File: src/rtl/sv_alu_pkg.sv
// sv_alu_pkg: opcode and FSM state encodings shared by the ALU pipeline.
package sv_alu_pkg;
   typedef enum logic [3:0] {
      OP_PASSA, OP_PASSB, OP_ADD, OP_SUB, OP_AND, OP_OR, OP_XOR, OP_NOTA,
      OP_ADC, OP_SBB, OP_SHL, OP_SHR, OP_SRA, OP_MUL, OP_ILL_E, OP_ILL_F
   } alu_op_e;
   typedef enum logic [1:0] {S_IDLE, S_MUL_RUN, S_DONE} alu_state_e;
endpackage

File: src/rtl/sv_alu_mul_seq.sv
// sv_alu_mul_seq: shift-add multiplier, one partial product per cycle.
// The start edge already performs the first iteration; done is high for one cycle after the last.
module sv_alu_mul_seq #(parameter int WIDTH = 8) (
   input  logic                 clk,
   input  logic                 rst_n,
   input  logic                 start,
   input  logic [WIDTH-1:0]     a,
   input  logic [WIDTH-1:0]     b,
   output logic                 done,
   output logic [2*WIDTH-1:0]   product
);
   localparam int CW = $clog2(WIDTH) + 1;
   logic [WIDTH-1:0]   a_r, m_src;
   logic [CW-1:0]      cnt;
   logic [2*WIDTH-1:0] p_src, p_nx;
   logic [WIDTH:0]     acc;
   // upper half accumulates, lower half holds the remaining multiplier bits
   assign p_src = start ? {{WIDTH{1'b0}}, b} : product;
   assign m_src = start ? a : a_r;
   assign acc   = {1'b0, p_src[2*WIDTH-1:WIDTH]} + {1'b0, (p_src[0] ? m_src : {WIDTH{1'b0}})};
   assign p_nx  = {acc, p_src[WIDTH-1:1]};
   assign done  = cnt == CW'(WIDTH);
   always_ff @(posedge clk or negedge rst_n)
      if (!rst_n) begin
         cnt     <= '0;
         a_r     <= '0;
         product <= '0;
      end else if (start) begin
         cnt     <= CW'(1);
         a_r     <= a;
         product <= p_nx;
      end else if (done) begin
         cnt     <= '0;
      end else if (cnt != '0) begin
         cnt     <= cnt + 1'b1;
         product <= p_nx;
      end
endmodule

File: src/rtl/sv_alu_pipe.sv
// sv_alu_pipe: handshaked ALU with registered result/flags and a sequential multiplier.
module sv_alu_pipe
   import sv_alu_pkg::*;
#(parameter int WIDTH = 8) (
   input  logic             clk,
   input  logic             rst_n,
   input  logic             in_valid,
   output logic             in_ready,
   input  logic [WIDTH-1:0] a,
   input  logic [WIDTH-1:0] b,
   input  logic [3:0]       op,
   output logic             out_valid,
   input  logic             out_ready,
   output logic [WIDTH-1:0] result,
   output logic             zero,
   output logic             carry,
   output logic             negative,
   output logic             overflow,
   output logic             err,
   output logic             busy
);
   localparam int SHW = $clog2(WIDTH);
   alu_state_e state, state_nx;
   logic accept, is_mul, mul_done, mul_fin, load, c_reg;
   logic carry_c, ovf_c, err_c, ld_carry;
   logic [WIDTH-1:0] res_c, ld_res;
   logic [WIDTH:0] sum, dif;
   logic [SHW-1:0] sh;
   logic [2*WIDTH-1:0] product;
   assign in_ready  = state == S_IDLE || (state == S_DONE && out_ready);
   assign out_valid = state == S_DONE;
   assign busy      = state == S_MUL_RUN;
   assign accept    = in_valid && in_ready;
   assign is_mul    = op == OP_MUL;
   assign sh        = b[SHW-1:0];
   assign sum = {1'b0, a} + {1'b0, b} + (WIDTH+1)'(c_reg && op == OP_ADC);
   assign dif = {1'b0, a} - {1'b0, b} - (WIDTH+1)'(c_reg && op == OP_SBB);
   sv_alu_mul_seq #(.WIDTH(WIDTH)) u_mul (
      .clk(clk), .rst_n(rst_n), .start(accept && is_mul),
      .a(a), .b(b), .done(mul_done), .product(product)
   );
   // right shifts carry a guard bit below the LSB so the last bit out lands in bit 0
   always_comb begin
      res_c   = '0;
      carry_c = 1'b0;
      ovf_c   = 1'b0;
      err_c   = 1'b0;
      case (alu_op_e'(op))
         OP_PASSA: res_c = a;
         OP_PASSB: res_c = b;
         OP_ADD, OP_ADC: begin
            {carry_c, res_c} = sum;
            ovf_c = (a[WIDTH-1] == b[WIDTH-1]) && (sum[WIDTH-1] != a[WIDTH-1]);
         end
         OP_SUB, OP_SBB: begin
            {carry_c, res_c} = dif;
            ovf_c = (a[WIDTH-1] != b[WIDTH-1]) && (dif[WIDTH-1] != a[WIDTH-1]);
         end
         OP_AND:  res_c = a & b;
         OP_OR:   res_c = a | b;
         OP_XOR:  res_c = a ^ b;
         OP_NOTA: res_c = ~a;
         OP_SHL:  {carry_c, res_c} = {1'b0, a} << sh;
         OP_SHR:  {res_c, carry_c} = {a, 1'b0} >> sh;
         OP_SRA:  {res_c, carry_c} = $signed({a, 1'b0}) >>> sh;
         OP_MUL:  res_c = '0;
         default: err_c = 1'b1;
      endcase
   end
   assign mul_fin  = state == S_MUL_RUN && mul_done;
   assign load     = (accept && !is_mul) || mul_fin;
   assign ld_res   = mul_fin ? product[WIDTH-1:0] : res_c;
   assign ld_carry = mul_fin ? |product[2*WIDTH-1:WIDTH] : carry_c;
   always_comb begin
      state_nx = state;
      case (state)
         S_IDLE:    if (accept) state_nx = is_mul ? S_MUL_RUN : S_DONE;
         S_MUL_RUN: if (mul_done) state_nx = S_DONE;
         S_DONE:    if (out_ready) state_nx = accept ? (is_mul ? S_MUL_RUN : S_DONE) : S_IDLE;
         default:   state_nx = S_IDLE;
      endcase
   end
   always_ff @(posedge clk or negedge rst_n)
      if (!rst_n) begin
         state    <= S_IDLE;
         result   <= '0;
         zero     <= 1'b0;
         carry    <= 1'b0;
         negative <= 1'b0;
         overflow <= 1'b0;
         err      <= 1'b0;
         c_reg    <= 1'b0;
      end else begin
         state <= state_nx;
         if (load) begin
            result   <= ld_res;
            zero     <= ld_res == '0 && !(err_c && !mul_fin);
            carry    <= ld_carry;
            negative <= ld_res[WIDTH-1];
            overflow <= ovf_c && !mul_fin;
            err      <= err_c && !mul_fin;
            c_reg    <= ld_carry;
         end
      end
endmodule

File: config.mk
export PLATFORM = sky130hd
export DESIGN_NAME = sv_alu_pipe
export DESIGN_NICKNAME = d
export VERILOG_FILES = /design/src/rtl/sv_alu_pkg.sv /design/src/rtl/sv_alu_mul_seq.sv /design/src/rtl/sv_alu_pipe.sv
export SDC_FILE = /design/constraint.sdc
export NUM_CORES = 1
export LEC_CHECK = 0
export ABC_AREA = 0
export BUFFER_PORTS_ARGS = -buffer_cell sky130_fd_sc_hd__buf_2
export CORE_MARGIN = 3
export CORE_UTILIZATION = 44
export DETAILED_ROUTE_END_ITERATION = 6
export HOLD_SLACK_MARGIN = 0.05
export PLACE_DENSITY = 0.66
export SETUP_SLACK_MARGIN = 0.2
export SYNTH_ARGS = -nofsm -noshare
export SYNTH_HDL_FRONTEND = slang
export SYNTH_HIERARCHICAL = 1
export SYNTH_SLANG_ARGS = --single-unit
File: constraint.sdc
create_clock -name clk -period 4.9 [get_ports clk]
set_clock_uncertainty 0.15 [all_clocks]
set_input_delay 0.735 -clock clk [delete_from_list [all_inputs] [get_ports clk]]
set_output_delay 0.735 -clock clk [all_outputs]
set_load 0.01 [all_outputs]
==> results of run 1 <==
==> cell families (layout without fill, tap and decap cells) <==
family,Yosys count,count (layout),share of synthesized area
mux,41,41,0.1015
simple gates,202,202,0.2254
compound gates,143,143,0.2101
buf+inv,64,90,0.06648
fa+ha+maj,46,46,0.1341
flops,42,42,0.2298
xor+xnor,17,17,0.03256
==> layer usage <==
metal | up-vias | GRT usage
li1 | 2040 | -
met1 | 2068 | 0.3465
met3 | 29 | 0.04358
met5 | - | 0
met2 | 180 | 0.4072
met4 | 0 | 0.06853
==> worst paths after layout <==
path / end / slack [ns] / start
worst max-delay path: zero$_DFFE_PN0P_ / 0.88 / op[0]
worst min-delay path: result[3]$_DFFE_PN0P_ / 0.32 / result[3]$_DFFE_PN0P_
worst max register to register: zero$_DFFE_PN0P_ / 1.40 / c_reg$_DFFE_PN0P_
worst min register to register: result[3]$_DFFE_PN0P_ / 0.32 / result[3]$_DFFE_PN0P_
max in group asynchronous: u_mul/product[9]$_DFFE_PN0P_ / 3.60 / rst_n
min in group asynchronous: result[3]$_DFFE_PN0P_ / 0.42 / rst_n
==> cells in the final DEF (no fill, tap or decap), drive strengths merged, types with 3 or more instances in the layout <==
cell type / synthesis / layout
clkbuf: 14 / 5
nand4: 5 / 5
nand3b: 5 / 5
nor2: 46 / 46
xnor2: 10 / 10
a211oi: 7 / 7
nand2: 59 / 59
o22ai: 6 / 6
buf: 19 / 52
o21ai: 32 / 32
and4: 3 / 3
a31oi: 7 / 7
a21oi: 36 / 36
o211ai: 5 / 5
nor2b: 26 / 26
nand2b: 6 / 6
o21a: 4 / 4
mux2: 13 / 13
a22oi: 3 / 3
fa: 5 / 5
mux4: 3 / 3
inv: 31 / 31
a21o: 8 / 8
xor2: 7 / 7
dfrtp: 42 / 42
nor4: 5 / 5
ha: 41 / 41
mux2i: 25 / 25
or3: 4 / 4
nor3: 16 / 16
and2: 5 / 5
nand3: 10 / 10
o31ai: 3 / 3
==> where the power goes <==
group	internal [uW]	total [uW]	switching, uW
combinational	381	888	506
sequential	471	561	90.6
clock	95.7	214	118
==> worst max-delay path: cells and delay by family <==
kind                       cells  cell delay, ns
xor gates and xnor gates       1            0.17
and+or+nand+nor                4            0.58
buffers and inverters          2            0.46
AOI/OAI and AO/OA              4            1.09
muxes                          1            0.22
adders and majority gates      2            0.82
==> metrics by stage <==
step	cells	cell area, sq um	utilization	hold WS, ns
finish	714	4928	0.4951	0.3170
global route	714	4928	0.4951	0.3540
CTS	714	4928	0.4951	0.3245
detailed placement	707	4850	0.4872	0.3071
global placement	707	4850	0.4872	0.2984
floorplan	555	4573	-	0.2894
==> area by class of cell <==
class / count / area, sq um / share of cell area
clock buffer: 5 / 68.82 / 0.01396
tap: 133 / 166.4 / 0.03376
sequential: 42 / 1051 / 0.2133
timing repair buffer: 52 / 292.8 / 0.05941
multi-input combinational: 449 / 3223 / 0.6540
inverter: 31 / 116.4 / 0.02361
clock inverter: 2 / 10.01 / 0.002031
==> impl_table.tex, run 1 <==
\begin{tabular}{lr}
\hline
Metric & Value \\
\hline
\multicolumn{2}{l}{\textbf{Outcome}} \\
Status & completed \\
\multicolumn{2}{l}{\textbf{Drt}} \\
Detail-routed via count per cell & 6.046 \\
Wire length per cell after detailed routing & 19.92 microns \\
Total detailed-routing wirelength & 14230 microns \\
Met2 wire len & 6607 microns \\
First-pass iteration count of the detailed router & 5 \\
Length of routed wiring on met1 & 6207 microns \\
Number of antenna-violating nets in the routed design & 0 \\
Top metal layer carrying routed signals & met4 \\
Number of vias in the routed layout & 4317 \\
Detailed route wirelength on metal3 & 1069 microns \\
Remaining design rule violation count & 0 \\
Detailed router's first-iteration violation count & 282 \\
\multicolumn{2}{l}{\textbf{STA}} \\
Worst setup margin & 0.8826 ns \\
Number of endpoints failing setup at the final stage & 0 \\
Transition time at the pin with the least slew margin & 0.9273 ns \\
Worst relative slew slack & 0.3818 \\
Period minus WS final & 4.017 ns \\
Highest Clock Rate & 248.9 MHz \\
Final setup TNS & 0 ns \\
Fin. Hold Viols & 0 \\
Unrepaired setup endpoints after global routing & false \\
Final period util & 0.8199 \\
Final slew viol count & 0 \\
\multicolumn{2}{l}{\textbf{Placed design}} \\
HPWL reported at the end of detailed placement & 11060 microns \\
Global placement routability congestion & 0.9618 \\
PortBufs & 39 \\
Worst Setup Slack post-DPL & 0.6233 ns \\
\multicolumn{2}{l}{\textbf{Floorplanning}} \\
Die extent in y & 108.0 microns \\
Width of the die & 108.0 microns \\
Number of placement rows & 36 \\
Initial Util & 0.4594 \\
Area of the die & 11650 sq um \\
IO Pins & 40 \\
Placeable core region & 9955 sq um \\
\multicolumn{2}{l}{\textbf{Setup path}} \\
Crit path DAT & 4.08 ns \\
Slowest library cell on the worst path & sky130\_fd\_sc\_hd\_\_a2111oi\_1 \\
Element type at the critical path start & input port \\
Peak per-stage delay on the critical path & 0.46 ns \\
Crit-path max FO & 17 \\
Worst Setup Path Type & in -> reg \\
Crit end category & flip-flop \\
Req. time, crit path & 4.96 ns \\
Worst r2r path cells & 12 \\
Cell-by-cell listing of the critical path & buf\_2 > nor2b\_1 > nand3\_1 > fa\_1 > fa\_1 > mux2i\_1 > xnor2\_1 > o221a\_2 > nor3\_1 > a2111oi\_1 > buf\_4 > a2bb2oi\_1 > nand4\_1 > o31ai\_2 \\
Cell occurring most often along the worst timing path & sky130\_fd\_sc\_hd\_\_fa\_1 \\
\multicolumn{2}{l}{\textbf{Clock tree}} \\
H-tree levels & 2 \\
TritonCTS clock tree & yes \\
Clock-pin transition on the worst setup and hold timing paths & 0.07 ns \\
Total clock buffers created by CTS & 5 \\
Number of buffers inserted for hold repair after clock tree synthesis & 0 \\
Number of sinks driven by the clock tree & 42 \\
Clk root buf & sky130\_fd\_sc\_hd\_\_clkbuf\_8 \\
Post-CTS Resized & 0 \\
Buffer depth of the longest clock path & 2 \\
Clock latency on the worst-skew pair & 0.30 ns \\
Count of buffers added by post-CTS timing repair for setup & 0 \\
\multicolumn{2}{l}{\textbf{Pwr}} \\
Maximum ir drop on the vdd rail & 245.7 uV \\
Final total power & 1662 uW \\
Standby leakage power & 0.002249 uW \\
PwrDens & 337.3 nW/um\^{}2 \\
\multicolumn{2}{l}{\textbf{Synth}} \\
Post-synth net total & 625 \\
FF+latch count, synth & 42 \\
Top cell type's share of synthesized area & 0.2298 \\
Post-Syn Area per Cell & 8.240 sq um \\
Ys Warns & 6 \\
Post-synth top flop & sky130\_fd\_sc\_hd\_\_dfrtp\_1 \\
Synth async-reset ratio & 1.000 \\
Dominant cell type by area after synthesis & sky130\_fd\_sc\_hd\_\_dfrtp\_1 \\
Number of enable flip-flop cells after synthesis & 0 \\
Most frequent cell after synthesis & sky130\_fd\_sc\_hd\_\_nand2\_1 \\
Commonest cells in the netlist & 59 x sky130\_fd\_sc\_hd\_\_nand2\_1, 43 x sky130\_fd\_sc\_hd\_\_nor2\_1, 42 x sky130\_fd\_sc\_hd\_\_dfrtp\_1, 41 x sky130\_fd\_sc\_hd\_\_ha\_1, 35 x sky130\_fd\_sc\_hd\_\_a21oi\_1 \\
Cells after synthesis & 555 \\
Part of the Yosys area used for sequential elements & 0.2298 \\
Area of the mapped netlist & 4573 sq um \\
Top cells by area, synth & sky130\_fd\_sc\_hd\_\_dfrtp\_1 23\%, sky130\_fd\_sc\_hd\_\_ha\_1 11\%, sky130\_fd\_sc\_hd\_\_mux2i\_1 5.5\% \\
Netlist cell types & 76 \\
\multicolumn{2}{l}{\textbf{Final layout}} \\
Diode count & 0 \\
Final net count & 651 \\
Max reg flops & 16 \\
Fill cell count & 989 \\
Register ranked first by flip-flop count & u\_mul/product \\
Largest registers in the final layout & u\_mul/product x16, result x8, u\_mul/a\_r x8 \\
Area grow syn2layout & 7.770\% \\
Fraction of final layout cells sized beyond drive strength 1 & 0.1532 \\
\multicolumn{2}{l}{\textbf{Global route}} \\
Overflow left after global routing & 0 \\
Number of global-route vias before repair & 4185 \\
Maximum number of pins on one net before global-route repair & 43 \\
First-pass GRT wire length & 22740 microns \\
Antenna violations before repair & 0 \\
Overall routing resource usage & 0.2512 \\
\multicolumn{2}{l}{\textbf{Worst hold path}} \\
Hold Path Class & reg -> reg \\
Worst hold path stage count & 2 \\
\multicolumn{2}{l}{\textbf{Run}} \\
Maximum Capacitance Violations & 0 \\
\hline
\end{tabular}
No activity file was read; power rests on OpenSTA's default activity.
==> run 2, diff against run 1 <==
--- a/config.mk
+++ b/config.mk
@@ -5,13 +5,13 @@
 export SDC_FILE = /design/constraint.sdc
 export NUM_CORES = 1
 export LEC_CHECK = 0
-export ABC_AREA = 0
+export ABC_AREA = 1
 export BUFFER_PORTS_ARGS = -buffer_cell sky130_fd_sc_hd__buf_2
 export CORE_MARGIN = 3
 export CORE_UTILIZATION = 44
 export DETAILED_ROUTE_END_ITERATION = 6
 export HOLD_SLACK_MARGIN = 0.05
-export PLACE_DENSITY = 0.66
+export PLACE_DENSITY = 0.68
 export SETUP_SLACK_MARGIN = 0.2
 export SYNTH_ARGS = -nofsm -noshare
 export SYNTH_HDL_FRONTEND = slang
==> constraint.sdc (replaced) <==
create_clock -name clk -period 3.2 [get_ports clk]
set_clock_uncertainty 0.15 [all_clocks]
set_input_delay 0.48 -clock clk [delete_from_list [all_inputs] [get_ports clk]]
set_output_delay 0.48 -clock clk [all_outputs]
set_load 0.01 [all_outputs]
==> impl_table.tex, run 2 <==
\begin{tabular}{lr}
\hline
Metric & Value \\
\hline
\multicolumn{2}{l}{\textbf{Outcome}} \\
Status & completed (unchanged) \\
\multicolumn{2}{l}{\textbf{Final layout}} \\
Area of all placed cells without fillers & 5276 sq um (was 4928 sq um) \\
Final net count & 883 (was 651) \\
Area grow syn2layout & 13.00\% (was 7.770\%) \\
Register ranked first by flip-flop count & u\_mul/product (unchanged) \\
Core occupancy in the finished layout & 0.5253 (was 0.4951) \\
Commonest non-fill, non-tap cells in the layout & 220 x sky130\_fd\_sc\_hd\_\_nand2\_1, 109 x sky130\_fd\_sc\_hd\_\_inv\_1, 97 x sky130\_fd\_sc\_hd\_\_nand3\_1 (was 59 x sky130\_fd\_sc\_hd\_\_nand2\_1, 43 x sky130\_fd\_sc\_hd\_\_nor2\_1, 42 x sky130\_fd\_sc\_hd\_\_dfrtp\_1) \\
Most common cell after layout, fill and taps aside & sky130\_fd\_sc\_hd\_\_nand2\_1 (unchanged) \\
Diode count & 0 (unchanged) \\
Fraction of final layout cells sized beyond drive strength 1 & 0.1302 (was 0.1532) \\
Largest registers in the final layout & u\_mul/product x16, result x8, u\_mul/a\_r x8 (unchanged) \\
Max reg flops & 16 (unchanged) \\
\multicolumn{2}{l}{\textbf{Synth}} \\
FF+latch count, synth & 42 (unchanged) \\
Netlist cell types & 43 (was 76) \\
Dominant cell type by area after synthesis & sky130\_fd\_sc\_hd\_\_dfrtp\_1 (unchanged) \\
Most frequent cell after synthesis & sky130\_fd\_sc\_hd\_\_nand2\_1 (unchanged) \\
Area of the mapped netlist & 4669 sq um (was 4573 sq um) \\
Commonest cells in the netlist & 221 x sky130\_fd\_sc\_hd\_\_nand2\_1, 109 x sky130\_fd\_sc\_hd\_\_inv\_1, 98 x sky130\_fd\_sc\_hd\_\_nand3\_1, 88 x sky130\_fd\_sc\_hd\_\_nor2\_1, 42 x sky130\_fd\_sc\_hd\_\_dfrtp\_1 (was 59 x sky130\_fd\_sc\_hd\_\_nand2\_1, 43 x sky130\_fd\_sc\_hd\_\_nor2\_1, 42 x sky130\_fd\_sc\_hd\_\_dfrtp\_1, 41 x sky130\_fd\_sc\_hd\_\_ha\_1, 35 x sky130\_fd\_sc\_hd\_\_a21oi\_1) \\
Post-Syn Area per Cell & 6.185 sq um (was 8.240 sq um) \\
Number of enable flip-flop cells after synthesis & 0 (unchanged) \\
Top cell type's share of synthesized area & 0.2251 (was 0.2298) \\
Cells after synthesis & 755 (was 555) \\
Post-synth net total & 825 (was 625) \\
Synth async-reset ratio & 1.000 (unchanged) \\
Part of the Yosys area used for sequential elements & 0.2251 (was 0.2298) \\
Ys Warns & 6 (unchanged) \\
Top cells by area, synth & sky130\_fd\_sc\_hd\_\_dfrtp\_1 23\%, sky130\_fd\_sc\_hd\_\_nand2\_1 18\%, sky130\_fd\_sc\_hd\_\_ha\_1 11\% (was sky130\_fd\_sc\_hd\_\_dfrtp\_1 23\%, sky130\_fd\_sc\_hd\_\_ha\_1 11\%, sky130\_fd\_sc\_hd\_\_mux2i\_1 5.5\%) \\
Post-synth top flop & sky130\_fd\_sc\_hd\_\_dfrtp\_1 (unchanged) \\
\multicolumn{2}{l}{\textbf{Drt}} \\
Remaining design rule violation count & 0 (unchanged) \\
Number of vias in the routed layout & 5100 (was 4317) \\
First-pass iteration count of the detailed router & 5 (unchanged) \\
Total detailed-routing wirelength & 15230 microns (was 14230 microns) \\
Detailed router's first-iteration violation count & 461 (was 282) \\
Wire length per cell after detailed routing & 16.08 microns (was 19.92 microns) \\
Number of antenna-violating nets in the routed design & 0 (unchanged) \\
Detail-routed via count per cell & 5.385 (was 6.046) \\
\multicolumn{2}{l}{\textbf{Clock tree}} \\
H-tree levels & 2 (unchanged) \\
TritonCTS clock tree & yes (unchanged) \\
Number of sinks driven by the clock tree & 42 (unchanged) \\
Clock latency on the worst-skew pair & 0.29 ns (was 0.30 ns) \\
Clk root buf & sky130\_fd\_sc\_hd\_\_clkbuf\_8 (unchanged) \\
Buffer depth of the longest clock path & 2 (unchanged) \\
Clock-pin transition on the worst setup and hold timing paths & 0.08 ns (was 0.07 ns) \\
Total clock buffers created by CTS & 5 (unchanged) \\
Number of buffers inserted for hold repair after clock tree synthesis & 0 (unchanged) \\
\multicolumn{2}{l}{\textbf{Setup path}} \\
Cell-by-cell listing of the critical path & buf\_2 > buf\_4 > nor2\_1 > nand3\_1 > fa\_1 > fa\_2 > xnor2\_1 > nand2\_1 > nand3\_1 > nor2\_1 > nand3\_2 > a21oi\_2 > nand2\_1 > nor2\_1 > nand3\_1 > nand2\_1 (was buf\_2 > nor2b\_1 > nand3\_1 > fa\_1 > fa\_1 > mux2i\_1 > xnor2\_1 > o221a\_2 > nor3\_1 > a2111oi\_1 > buf\_4 > a2bb2oi\_1 > nand4\_1 > o31ai\_2) \\
Reg-to-reg endpoint & zero\$\_DFFE\_PN0P\_ (unchanged) \\
Delay-heaviest family, CP & simple AND/OR/NAND/NOR gates (was compound AO/OA/AOI/OAI gates) \\
Slowest library cell on the worst path & sky130\_fd\_sc\_hd\_\_fa\_1 (was sky130\_fd\_sc\_hd\_\_a2111oi\_1) \\
R2r startpoint & c\_reg\$\_DFFE\_PN0P\_ (unchanged) \\
Crit end category & flip-flop (unchanged) \\
Buffers plus inverters on the worst setup path & 2 (unchanged) \\
Req. time, crit path & 3.28 ns (was 4.96 ns) \\
Worst R2R Setup Slack & 0.30 ns (was 1.40 ns) \\
Worst Setup Path Type & in -> reg (unchanged) \\
Element type at the critical path start & input port (unchanged) \\
Crit-path max FO & 4 (was 17) \\
Worst r2r path cells & 13 (was 12) \\
Peak per-stage delay on the critical path & 0.46 ns (about the same) \\
Crit path DAT & 3.11 ns (was 4.08 ns) \\
\multicolumn{2}{l}{\textbf{Pwr}} \\
Standby leakage power & 0.002932 uW (was 0.002249 uW) \\
Switching share of total power & 0.4576 (was 0.4300) \\
Clock group share of total power & 0.144 (was 0.128) \\
P\_int & 1577 uW (was 947.6 uW) \\
Combinational fraction of design power & 0.554 (was 0.534) \\
Maximum ir drop on the vdd rail & 499.8 uV (was 245.7 uV) \\
PwrDens & 551.1 nW/um\^{}2 (was 337.3 nW/um\^{}2) \\
Portion of total power attributed to sequential cells & 0.302 (was 0.338) \\
Switching pwr & 1331 uW (was 714.9 uW) \\
\multicolumn{2}{l}{\textbf{STA}} \\
Highest Clock Rate & 330.8 MHz \\
Transition time at the pin with the least slew margin & 0.9366 ns (was 0.9273 ns) \\
Period minus WS final & 3.023 ns \\
Number of endpoints failing setup at the final stage & 0 (unchanged) \\
Final period util & 0.9448 \\
Worst relative slew slack & 0.3756 (was 0.3818) \\
Fin. Hold Viols & 0 (unchanged) \\
Final slew viol count & 0 (unchanged) \\
Unrepaired setup endpoints after global routing & true (was false) \\
\multicolumn{2}{l}{\textbf{Floorplanning}} \\
IO Pins & 40 (unchanged) \\
Area of the die & 11880 sq um (was 11650 sq um) \\
Width of the die & 109.0 microns (was 108.0 microns) \\
Number of placement rows & 36 (unchanged) \\
Placeable core region & 10040 sq um (was 9955 sq um) \\
Die extent in y & 109.0 microns (was 108.0 microns) \\
Initial Util & 0.4649 (was 0.4594) \\
\multicolumn{2}{l}{\textbf{Placed design}} \\
PortBufs & 39 (unchanged) \\
Global placement routability congestion & 1.024 (was 0.9618) \\
HPWL reported at the end of detailed placement & 12160 microns (was 11060 microns) \\
Placed Area & 5144 sq um (was 4850 sq um) \\
\multicolumn{2}{l}{\textbf{Global route}} \\
Antenna violations before repair & 0 (unchanged) \\
Maximum number of pins on one net before global-route repair & 43 (unchanged) \\
Overall routing resource usage & 0.2621 (was 0.2512) \\
First-pass GRT wire length & 24250 microns (was 22740 microns) \\
Number of global-route vias before repair & 4827 (was 4185) \\
Overflow left after global routing & 0 (unchanged) \\
\multicolumn{2}{l}{\textbf{Run}} \\
Maximum Capacitance Violations & 0 (unchanged) \\
\multicolumn{2}{l}{\textbf{Worst hold path}} \\
Hold Path Class & in -> async (was reg -> reg) \\
\hline
\end{tabular}
## run 2: changes by cell type in the layout (fill, tap and decap cells not counted), sizes merged, moves of 16 or more
cell / change
nand2: +165
nand3: +88
inv: +83
nor2: +47
nor2b: -26
mux2i: -24
buf: +16
## run 2: final cells by class
cell class / count / area (sq um)
fillers: 1033 / 4768
multi-input cells: 582 / 3105
flip-flops and latches: 42 / 1051
inverters: 114 / 430.4
repair buffers: 68 / 412.9
well taps: 133 / 166.4
clock buffers: 6 / 72.57
clock inverters: 2 / 37.54
## run 2: power by group through the flow
stage / clock network (uW) / logic (uW) / registers [uW]
global route: 450 / 1830 / 902
global placement: 0 / 1540 / 879
finish: 420 / 1610 / 877
floorplan: 0 / 1170 / 860
CTS: 428 / 1600 / 875
detailed placement: 0 / 1580 / 886
## run 2: stage by stage
step | hold WS [ns] | total power [uW] | TNS [ns] | worst slack (ns) | instances
6_report | 0.1730 | 2908 | 0 | 0.1767 | 947
5_1_grt | 0.2237 | 3184 | 0 | 0.1087 | 947
4_1_cts | 0.2001 | 2900 | 0 | 0.2275 | 947
3_5_place_dp | 0.3056 | 2467 | -0.1450 | -0.1333 | 939
3_3_place_gp | 0.3006 | 2416 | -0.1208 | -0.1208 | 939
2_1_floorplan | 0.03441 | 2026 | 0 | 0.2174 | 755
## run 2: timing repair
action	4_1_cts	5_1_grt
hold endpoints to repair	0	0
resized for setup	2	6
setup endpoints to repair	1	12
gates cloned	0	0
setup buffers	0	0
## run 2: worst max-delay path by stage
stage              start                             to  cells past startpoint
5_1_grt            op[1]               zero$_DFFE_PN0P_                     16
4_1_cts            op[1]               zero$_DFFE_PN0P_                     16
6_report           op[1]               zero$_DFFE_PN0P_                     16
3_3_place_gp       op[1]               zero$_DFFE_PN0P_                     16
3_5_place_dp       op[1]               zero$_DFFE_PN0P_                     16
2_1_floorplan  out_ready  u_mul/product[13]$_DFFE_PN0P_                     15
## run 2: cells by family (layout without fill, tap and decap cells)
group           after synthesis  after routing  share of synthesized area
compound gates               83             83                     0.1048
simple gates                447            447                     0.4094
xor+xnor                      5              5                   0.009380
flops                        42             42                     0.2251
fa+ha+maj                    46             46                     0.1313
mux                           1              1                   0.004823
buf+inv                     131            190                     0.1152
## run 2: routing by layer
layer	vias to the layer above	global-route usage	wire length, microns
met5	-	0	0
met4	0	0.1055	473
met3	33	0.03434	1039
met2	212	0.4180	6796
met1	2322	0.3582	6916
li1	2533	-	-
